<file path="src/rtl/ram_arb_pkg.sv">
// ram_arb_pkg: shared types for the N-port RAM arbiter.
//   arb_mode_e  - arbitration policy (fixed priority or round-robin)
//   MAX_PORTS   - upper bound on the number of requesting masters
//   port_idx_t  - port index wide enough for MAX_PORTS
//   resp_t      - registered response stage {valid, port, err}
package ram_arb_pkg;

  typedef enum logic {
    ARB_FIXED = 1'b0,
    ARB_RR    = 1'b1
  } arb_mode_e;

  localparam int unsigned MAX_PORTS = 8;
  localparam int unsigned IDX_W     = $clog2(MAX_PORTS);

  typedef logic [IDX_W-1:0] port_idx_t;

  typedef struct packed {
    logic      valid;
    port_idx_t port;
    logic      err;
  } resp_t;

endpackage

</file>
<file path="src/rtl/ram_arb_pick.sv">
// ram_arb_pick: combinational rotating-priority picker.
//   req        in  N : request vector
//   start      in    : index given highest priority this cycle (must be < N)
//   gnt_onehot out N : one-hot winner, zero when nothing requests
//   idx        out   : index of the winner (0 when nothing requests)
module ram_arb_pick
  import ram_arb_pkg::*;
#(
  parameter int unsigned N = 2
) (
  input  logic [N-1:0] req,
  input  port_idx_t    start,
  output logic [N-1:0] gnt_onehot,
  output port_idx_t    idx
);

  logic [N-1:0] rot;
  logic         found;
  int unsigned  off;
  int unsigned  win;

  always_comb begin
    // Rotate so that 'start' lands at bit 0; the lowest set bit of the
    // rotated vector is then the winner's distance from 'start'.
    rot   = N'({req, req} >> start);
    found = |rot;
    off   = 0;
    for (int unsigned j = N; j > 0; j--) begin
      if (rot[j-1]) off = j - 1;
    end
    win = (32'(start) + off) % N;
    gnt_onehot = '0;
    for (int unsigned i = 0; i < N; i++) begin
      gnt_onehot[i] = found && (win == i);
    end
    idx = found ? port_idx_t'(win) : '0;
  end

endmodule

</file>
<file path="src/rtl/ram_arbiter.sv">
// ram_arbiter: places N request/grant/rvalid memory masters onto one
// single-port RAM with one-cycle read latency.
//   Parameters: N_PORTS (2..8), ADDR_W, DATA_W, MEM_START, MEM_SIZE,
//               ARB_MODE (ARB_FIXED | ARB_RR), CNT_W.
//   clk_i, rst_i (synchronous, active-high)
//   port_req_i/we_i/be_i/addr_i/wdata_i : packed per-port request fields
//   port_gnt_o   : same-cycle grant, one-hot or zero
//   port_rvalid_o/port_err_o : response one cycle after grant
//   port_rdata_o : shared read data, qualified by rvalid
//   ram_*        : single-port RAM interface, all zero when idle
//   grant_cnt_o  : saturating per-port grant counters, only when
//                  RAM_ARB_STATS_EN is defined
module ram_arbiter
  import ram_arb_pkg::*;
#(
  parameter int unsigned         N_PORTS   = 2,
  parameter int unsigned         ADDR_W    = 32,
  parameter int unsigned         DATA_W    = 32,
  parameter logic [ADDR_W-1:0]   MEM_START = '0,
  parameter int unsigned         MEM_SIZE  = 65536,
  parameter arb_mode_e           ARB_MODE  = ARB_FIXED,
  parameter int unsigned         CNT_W     = 16
) (
  input  logic                          clk_i,
  input  logic                          rst_i,
  input  logic [N_PORTS-1:0]            port_req_i,
  input  logic [N_PORTS-1:0]            port_we_i,
  input  logic [N_PORTS*DATA_W/8-1:0]   port_be_i,
  input  logic [N_PORTS*ADDR_W-1:0]     port_addr_i,
  input  logic [N_PORTS*DATA_W-1:0]     port_wdata_i,
  output logic [N_PORTS-1:0]            port_gnt_o,
  output logic [N_PORTS-1:0]            port_rvalid_o,
  output logic [N_PORTS-1:0]            port_err_o,
  output logic [DATA_W-1:0]             port_rdata_o,
  output logic                          ram_req_o,
  output logic                          ram_we_o,
  output logic [DATA_W/8-1:0]           ram_be_o,
  output logic [ADDR_W-1:0]             ram_addr_o,
  output logic [DATA_W-1:0]             ram_wdata_o,
  input  logic [DATA_W-1:0]             ram_rdata_i
`ifdef RAM_ARB_STATS_EN
  ,
  output logic [N_PORTS*CNT_W-1:0]      grant_cnt_o
`endif
);

  localparam int unsigned      BE_W     = DATA_W / 8;
  localparam logic [ADDR_W-1:0] WIN_MASK = ~(ADDR_W'(MEM_SIZE - 1));

  if (N_PORTS < 2 || N_PORTS > MAX_PORTS || CNT_W == 0) begin : g_param_check
    $error("ram_arbiter: unsupported parameter set");
  end

  logic [N_PORTS-1:0] req_eff;
  logic [N_PORTS-1:0] gnt;
  port_idx_t          gnt_idx;
  port_idx_t          start;
  port_idx_t          last_q;
  resp_t              resp_q;
  resp_t              resp_d;
  logic               any_gnt;
  logic               in_win;
  logic               win_we;
  logic [BE_W-1:0]    win_be;
  logic [ADDR_W-1:0]  win_addr;
  logic [DATA_W-1:0]  win_wdata;

  // Nothing is granted while reset is asserted.
  assign req_eff = rst_i ? '0 : port_req_i;

  // Round-robin searches from the port after the last winner, wrapping.
  assign start = (ARB_MODE == ARB_RR)
               ? ((last_q == port_idx_t'(N_PORTS - 1)) ? '0 : port_idx_t'(last_q + 1'b1))
               : '0;

  ram_arb_pick #(.N(N_PORTS)) u_pick (
    .req        (req_eff),
    .start      (start),
    .gnt_onehot (gnt),
    .idx        (gnt_idx)
  );

  assign any_gnt    = |gnt;
  assign port_gnt_o = gnt;

  always_comb begin
    win_we    = 1'b0;
    win_be    = '0;
    win_addr  = '0;
    win_wdata = '0;
    for (int unsigned i = 0; i < N_PORTS; i++) begin
      if (gnt[i]) begin
        win_we    = port_we_i[i];
        win_be    = port_be_i[i*BE_W +: BE_W];
        win_addr  = port_addr_i[i*ADDR_W +: ADDR_W];
        win_wdata = port_wdata_i[i*DATA_W +: DATA_W];
      end
    end
    in_win      = ((win_addr & WIN_MASK) == MEM_START);
    ram_req_o   = any_gnt && in_win;
    ram_we_o    = ram_req_o && win_we;
    ram_be_o    = ram_req_o ? win_be    : '0;
    ram_addr_o  = ram_req_o ? win_addr  : '0;
    ram_wdata_o = ram_req_o ? win_wdata : '0;
  end

  always_comb begin
    resp_d       = '0;
    resp_d.valid = any_gnt;
    resp_d.port  = gnt_idx;
    resp_d.err   = any_gnt && !in_win;
  end

  always_ff @(posedge clk_i) begin
    if (rst_i) begin
      resp_q <= '0;
      last_q <= port_idx_t'(N_PORTS - 1);
    end else begin
      resp_q <= resp_d;
      if (any_gnt) last_q <= gnt_idx;
    end
  end

  // A response still held in resp_q while reset is asserted is suppressed.
  always_comb begin
    port_rvalid_o = '0;
    port_err_o    = '0;
    for (int unsigned i = 0; i < N_PORTS; i++) begin
      port_rvalid_o[i] = resp_q.valid && !rst_i && (resp_q.port == port_idx_t'(i));
      port_err_o[i]    = resp_q.valid && !rst_i && resp_q.err && (resp_q.port == port_idx_t'(i));
    end
    port_rdata_o = (rst_i || resp_q.err) ? '0 : ram_rdata_i;
  end

`ifdef RAM_ARB_STATS_EN
  logic [CNT_W-1:0] cnt_q [N_PORTS];

  always_ff @(posedge clk_i) begin
    for (int unsigned i = 0; i < N_PORTS; i++) begin
      if (rst_i) begin
        cnt_q[i] <= '0;
      end else if (gnt[i] && (cnt_q[i] != '1)) begin
        cnt_q[i] <= cnt_q[i] + 1'b1;
      end
    end
  end

  always_comb begin
    grant_cnt_o = '0;
    for (int unsigned i = 0; i < N_PORTS; i++) begin
      grant_cnt_o[i*CNT_W +: CNT_W] = rst_i ? '0 : cnt_q[i];
    end
  end
`endif

endmodule
</file>
<file path="config.mk">
export PLATFORM = sky130hd
export DESIGN_NAME = ram_arbiter
export DESIGN_NICKNAME = d
export VERILOG_FILES = /design/src/rtl/ram_arb_pkg.sv /design/src/rtl/ram_arb_pick.sv /design/src/rtl/ram_arbiter.sv
export SDC_FILE = /design/constraint.sdc
export NUM_CORES = 1
export LEC_CHECK = 0
export BUFFER_PORTS_ARGS = -buffer_cell sky130_fd_sc_hd__buf_4
export CAP_MARGIN = 20
export CORE_AREA = 4 4 107 109
export CTS_CLUSTER_DIAMETER = 40
export CTS_CLUSTER_SIZE = 30
export DETAILED_ROUTE_END_ITERATION = 10
export DIE_AREA = 0 0 111 113
export SETUP_SLACK_MARGIN = 0.5
export SLEW_MARGIN = 0
export SYNTH_ARGS = -nofsm -noshare
export SYNTH_HDL_FRONTEND = slang
export SYNTH_HIERARCHICAL = 1
export SYNTH_SLANG_ARGS = --single-unit
export TNS_END_PERCENT = 30
</file>
<file path="constraint.sdc">
create_clock -name clk_i -period 2.18 [get_ports clk_i]
set_clock_uncertainty 0.15 [all_clocks]
set_input_delay 0.218 -clock clk_i [delete_from_list [all_inputs] [get_ports clk_i]]
set_output_delay 0.218 -clock clk_i [all_outputs]
set_load 0.005 [all_outputs]
</file>
==> results_dict.tcl, run 1 <==
set metrics [dict create \
    result_of_the_run "finished, final reports clean" \
    power_switching_w 0.000174 \
    total_leakage_power_nw 2.26 \
    cts-buffers-inserted 3 \
    grt_pass1_vias 2293 \
    finalHoldViolCount 0 \
    drt_iter0_drc 52 \
    setup_tns_ns 0 \
    design.core.area_um2 10600 \
    detail_route.first_pass.iterations 4 \
    start_util_pct 12.2 \
    report.final.slew_viol_count 0 \
    chipWidth_um 111 \
    clk_pin_slew_ns 0.03 \
    post-route-period-util_pct 93.7 \
    holdBufCountCts 0 \
    critical_path_peak_fanout 8 \
    maxClockFrequency_mhz 490 \
    p_sw_share_pct 25.9 \
    avgSynthCellArea_um2 8.17 \
    ctsHtreeMaxLevel 1 \
    synthesized_netlist_cell_count 158 \
    power-per-cell-area_nw_per_um2 158 \
    critPathCaptureType "output pin" \
    synth_enable_flop_cells 0 \
    grt_antenna_before_repair 0 \
    largest_register_ffs 5 \
    gp_congestion 0.885 \
    grt.total_usage_pct 11.8 \
    clkSinkCount 5 \
    grt_pass1_wl_um 12500 \
    cp.required_ns 1.81 \
    p_comb_share_pct 60.2 \
    grt-ovfl-total 0 \
    nets 614 \
    finalWorstPathRequiredPeriod_ns 2.04 \
    die_area_um2 12500 \
    antenna_cells_inserted 0 \
    cp_dominant_cell_by_count "nor2b_4" \
    cpLargestDelayFamily "simple AND/OR/NAND/NOR gates" \
    vdd_drop_max_uv 236 \
    regMostFlops "resp_q" \
    worst_path_largest_cell_delay_ns 0.30 \
    setup_viol_count_final 0 \
    max-clock-path-buffers 2 \
    vias_per_cell 4.09 \
    finish.utilization_pct 40.1 \
    io_pins 282 \
    drive_gt1_share_pct 80.2 \
    port-buffer-count 265 \
    timing.critical_path.buf_inv 5 \
    vias_after_detailed_routing 2370 \
    yosysUniqueCellTypes 25 \
    cp.arrival_ns 1.67 \
    area_growth_syn_to_layout_pct 229 \
    rsz_0062_raised_after_global_routing "yes" \
    top_regs "resp_q x5" \
    drt-wirelength-per-cell_um 17.5 \
    yosysWarningCount 6 \
    postSynth.topFlopCell "dfxtp_1" \
    async_set_reset_flop_share_out_of_synthesis_pct 0 \
    synth-seq-area-share_pct 7.75 \
    place_hpwl_um 7120 \
    flip_flop_and_latch_area_um2 100 \
    fp_rows 38 \
    hold_path.class "in -> reg" \
    setup.worst_path.class "in -> out" \
    detail_route.drc_violations 0 \
    cpMaxStageDelayCell "nor3b_4" \
    synth.ff_latch_count 5 \
    pwr-share-seq_pct 14.6 \
    clock_tree.root_cell "clkbuf_8" \
    syn-cell-area_um2 1290 \
    final_antenna_net_count 0 \
    clkPwrFrac_pct 25.2 \
    floorplan.die.height_um 113 \
    grt_max_degree 55 \
    multi_input_area_um2 1390 \
    max_cap_violations 0 \
    setup.worst_path.start_class "primary input" \
    cts_tree "done" \
    power_internal_w 0.000496 \
    nFillCells 1080 \
    postRouteWirelength_um 10100 \
    critical_path_cell_by_cell "buf_6 -> nor2b_4 -> nor2b_4 -> nor3b_4 -> inv_2 -> nor2_4 -> buf_12 -> clkbuf_16 -> a22o_4 -> buf_4" \
]
## power by group through the flow
| stage | combinational [W] | sequential (W) | clock, W |
|---|---|---|---|
| floorplan | 0.0000863 | 0.0000985 | 0 |
| global placement | 0.000366 | 0.0000990 | 0 |
| finish | 0.000404 | 0.0000978 | 0.000169 |
| detailed placement | 0.000368 | 0.0000991 | 0 |
| global route | 0.000435 | 0.0000983 | 0.000179 |
| CTS | 0.000372 | 0.0000978 | 0.000174 |
## through the flow
stage                     total power (W)  std cells  hold WS, ns  setup WS, ns  instance area [µm²]
after floorplan                  0.000185        179        0.137         0.438                 1400
after global placement           0.000465        556        0.318        0.0975                 3400
after detailed placement         0.000467        556        0.320        0.0277                 3400
after CTS                        0.000645        564       0.0835         0.123                 3530
after global routing             0.000712        579       0.0722        0.0714                 4250
final                            0.000670        579       0.0694         0.138                 4250
## synthesized netlist by cell type, types with 2 or more instances
| library cell | count | share of area (%) |
|---|---|---|
| buf_4 | 19 | 11 |
| dfxtp_1 | 5 | 7.8 |
| nor2b_1 | 7 | 3.4 |
| and2_1 | 34 | 16 |
| clkbuf_1 | 3 | 0.87 |
| a22o_2 | 48 | 37 |
| nor4_1 | 7 | 3.4 |
| nor2_1 | 4 | 1.2 |
| buf_6 | 5 | 4.4 |
| conb_1 | 2 | 0.58 |
| a22o_1 | 5 | 3.4 |
| buf_2 | 5 | 1.9 |
| nand4_1 | 2 | 0.97 |
## layout make-up
cell class,count,share of cell area (%)
Clock buffer,4,1.06
Inverter,1,0.0884
Multi-Input combinational cell,141,32.8
Sequential cell,5,2.36
Tap cell,140,4.12
Timing Repair Buffer,288,59.6
## cell families after synthesis
logic type / synth area share (%)
and+or+nand+nor: 31.8
AOI/OAI and AO/OA: 41.4
buffers and inverters: 18.5
DFF: 7.75
other: 0.582
## worst paths after layout
kind / cells after the start / endpoint / startpoint
max: 10 / ram_addr_o[14] / port_req_i[0]
min: 2 / resp_q[1] / rst_i
## layout by cell type (no fill, tap or decap)
cell       instances
nor2b_1            4
buf_8              1
dfxtp_1            5
clkbuf_8           3
and2_1            34
clkbuf_1           1
nor2_4             1
nand4_1            2
a22o_2            12
inv_2              1
nand3_1            1
and3_1             1
buf_6             30
or2_2              1
nor2b_4            2
buf_12             7
clkbuf_16          8
conb_1            23
o21ai_1            1
nor3b_4            2
nor2_1             3
buf_4            241
and3b_1            1
a21oi_1            1
nor4_2             1
nand2_1            1
nor2b_2            1
nor4_1             3
nor4b_1            1
buf_16             1
nor4_4             4
a22o_4            36
a22o_1             5
## what timing repair did
item | CTS | global route
gates resized for setup | 3 | 79
setup buffers | 3 | 3
pin swaps | 2 | 33
setup endpoints to repair | 55 | 58
gates cloned | 1 | 12
## layer usage
metal / track usage, % / vias to the layer above / routed length (µm)
li1: - / 1121 / -
met3: 2.35 / 12 / 644
met2: 21.9 / 131 / 5400
met4: 0.903 / 0 / 132
met5: 0 / - / 0
met1: 14.7 / 1106 / 3930
Power figures use the tool's default switching activity.
==> run 2: changes to the inputs <==
--- a/config.mk
+++ b/config.mk
@@ -12,6 +12,8 @@
 export CTS_CLUSTER_SIZE = 30
 export DETAILED_ROUTE_END_ITERATION = 10
 export DIE_AREA = 0 0 111 113
+export PLACE_DENSITY = 0.52
+export REMOVE_ABC_BUFFERS = 1
 export SETUP_SLACK_MARGIN = 0.5
 export SLEW_MARGIN = 0
 export SYNTH_ARGS = -nofsm -noshare
==> constraint.sdc (replaced) <==
create_clock -name clk_i -period 2.18 [get_ports clk_i]
set_clock_uncertainty 0.15 [all_clocks]
set_input_delay 0.218 -clock clk_i [delete_from_list [all_inputs] [get_ports clk_i]]
set_output_delay 0.218 -clock clk_i [all_outputs]
set_load 0.1 [all_outputs]
==> run 2 against run 1 <==
  * The run now ends with negative setup slack left
  * Count of clock-buffer cells in the layout is the same
  * Combinational power grew 130%
  * Total power grew 81%
  * Clock power is essentially flat
  * Critical path depth shrank 2
  * Fmax shrank 6.5%
  * Worst hold slack gained 0.14 ns
  * Die area is the same
  * Cell area grew 27%
  * Sequential power grew 2.1%
  * Critical path type unchanged
  * Highest routed layer is now met5
==> results_dict.tcl, run 2 (same netlist as run 1, synthesis figures left out) <==
set metrics [dict create \
    result_of_the_run "finished with violations" \
    failing_checks "negative setup slack" \
    fp_rows 38 \
    drt-wirelength-per-cell_um 19.1 \
    start_util_pct 12.2 \
    cp.required_ns 1.81 \
    power_switching_w 0.000587 \
    setup.worst_path.class "in -> out" \
    top_regs "resp_q x5" \
    vias_per_cell 4.17 \
    detail_route.first_pass.iterations 4 \
    report.final.slew_viol_count 0 \
    post-route-period-util_pct 100 \
    clkPwrFrac_pct 13.8 \
    area_growth_syn_to_layout_pct 318 \
    max-clock-path-buffers 2 \
    finalHoldViolCount 0 \
    mostFrequentLayoutCell "buf_4" \
    grt_pass1_wl_um 14900 \
    drive_gt1_share_pct 90.2 \
    setup.worst_path.start_class "primary input" \
    p_sw_share_pct 48.3 \
    cts-buffers-inserted 3 \
    setup_tns_ns -0.00884 \
    maxClockFrequency_mhz 458 \
    p_comb_share_pct 78.0 \
    grt-ovfl-total 0 \
    holdBufCountCts 0 \
    vias_after_detailed_routing 2417 \
    detail_route.drc_violations 0 \
    cp.arrival_ns 1.82 \
    design.core.area_um2 10600 \
    chipWidth_um 111 \
    postRouteWirelength_um 11100 \
    die_area_um2 12500 \
    clkSinkCount 5 \
    grt.total_usage_pct 15.3 \
    floorplan.die.height_um 113 \
    cts_tree "done" \
    clk_pin_slew_ns 0.03 \
    clock_tree.root_cell "clkbuf_8" \
    critPathCaptureType "output pin" \
    grt_pass1_vias 2622 \
    grt_max_degree 33 \
    ctsHtreeMaxLevel 1 \
    nFillCells 891 \
    rsz_0062_raised_after_global_routing "yes" \
    max_cap_violations 0 \
    grt_antenna_before_repair 1 \
    total_leakage_power_nw 2.58 \
    regMostFlops "resp_q" \
    antenna_cells_inserted 0 \
    most-common-layout-cells "buf_4 (176), buf_12 (95), a22o_4 (39), and2_4 (34), conb_1 (23)" \
    place_hpwl_um 7670 \
    drt_iter0_drc 72 \
    largest_register_ffs 5 \
    power-per-cell-area_nw_per_um2 225 \
    critical_path_peak_fanout 13 \
    pwr-share-seq_pct 8.2 \
    vdd_drop_max_uv 174 \
    port-buffer-count 265 \
    setup_viol_count_final 4 \
    power_w 0.00121 \
    final_setup_slack_of_the_worst_path_ns -0.00389 \
    gp_congestion 0.851 \
    io_pins 282 \
    final_antenna_net_count 0 \
    nets 615 \
    hold_path.class "in -> reg" \
    finalWorstPathRequiredPeriod_ns 2.18 \
    power_internal_w 0.000627 \
]
run 2: cell count changes in the layout (fill, tap and decap cells not counted), sizes merged:
cell    delta
clkbuf     -7
buf        +8
run 2: routing by layer:
| metal | GRT usage, % | share of wire [%] |
|---|---|---|
| met1 | 16.3 | 34 |
| met5 | 0 | 0.054 |
| met4 | 3.45 | 1.3 |
| met3 | 3.64 | 7.8 |
| met2 | 30.2 | 57 |
run 2: worst paths after layout:
kind	start	cells past startpoint	to	slack [ns]
setup / recovery	port_addr_i[24]	8	ram_addr_o[7]	-0.004
hold / removal	rst_i	3	resp_q[0]	0.21
run 2: worst max-delay path, stage by stage:
cell	delay, ns
buf_6	0.10
nor4_4	0.26
nand4_1	0.25
nor3b_4	0.27
buf_12	0.19
buf_16	0.17
a22o_2	0.18
buf_12	0.17
run 2: layout make-up:
cell class                      count  area, µm²  share of cell area [%]
Timing Repair Buffer              289       3520                    65.2
Clock buffer                        4       45.0                   0.835
Sequential cell                     5        103                    1.90
Multi-Input combinational cell    141       1550                    28.7
Tap cell                          140        175                    3.25
Inverter                            1       3.75                  0.0696
run 2: per-stage QoR:
stage | worst slack (ns) | instance area, µm² | cells | hold slack [ns] | util [%]
detailed placement | -0.207 | 3440 | 565 | 0.409 | 32.5
global placement | -0.226 | 3440 | 565 | 0.404 | 32.5
floorplan | -2.92 | 1130 | 147 | 0.137 | -
global route | -0.0532 | 5400 | 580 | 0.225 | 50.9
CTS | -0.0350 | 4860 | 579 | 0.195 | 45.8
finish | -0.00389 | 5400 | 580 | 0.206 | 50.9
run 2: timing repair:
action,CTS,global route
cloned,5,1
buffers inserted,5,0
resized for setup,273,116
pin swaps,9,21
endpoints found under the setup margin,90,89
run 2: power by group through the flow:
stage / Combinational [W] / Sequential [W] / Clock [W]
2_1_floorplan: 0.000435 / 0.0000985 / 0
3_3_place_gp: 0.000747 / 0.0000993 / 0
3_5_place_dp: 0.000751 / 0.0000994 / 0
4_1_cts: 0.000830 / 0.0000998 / 0.000173
5_1_grt: 0.000979 / 0.000100 / 0.000183
6_report: 0.000947 / 0.0000999 / 0.000168
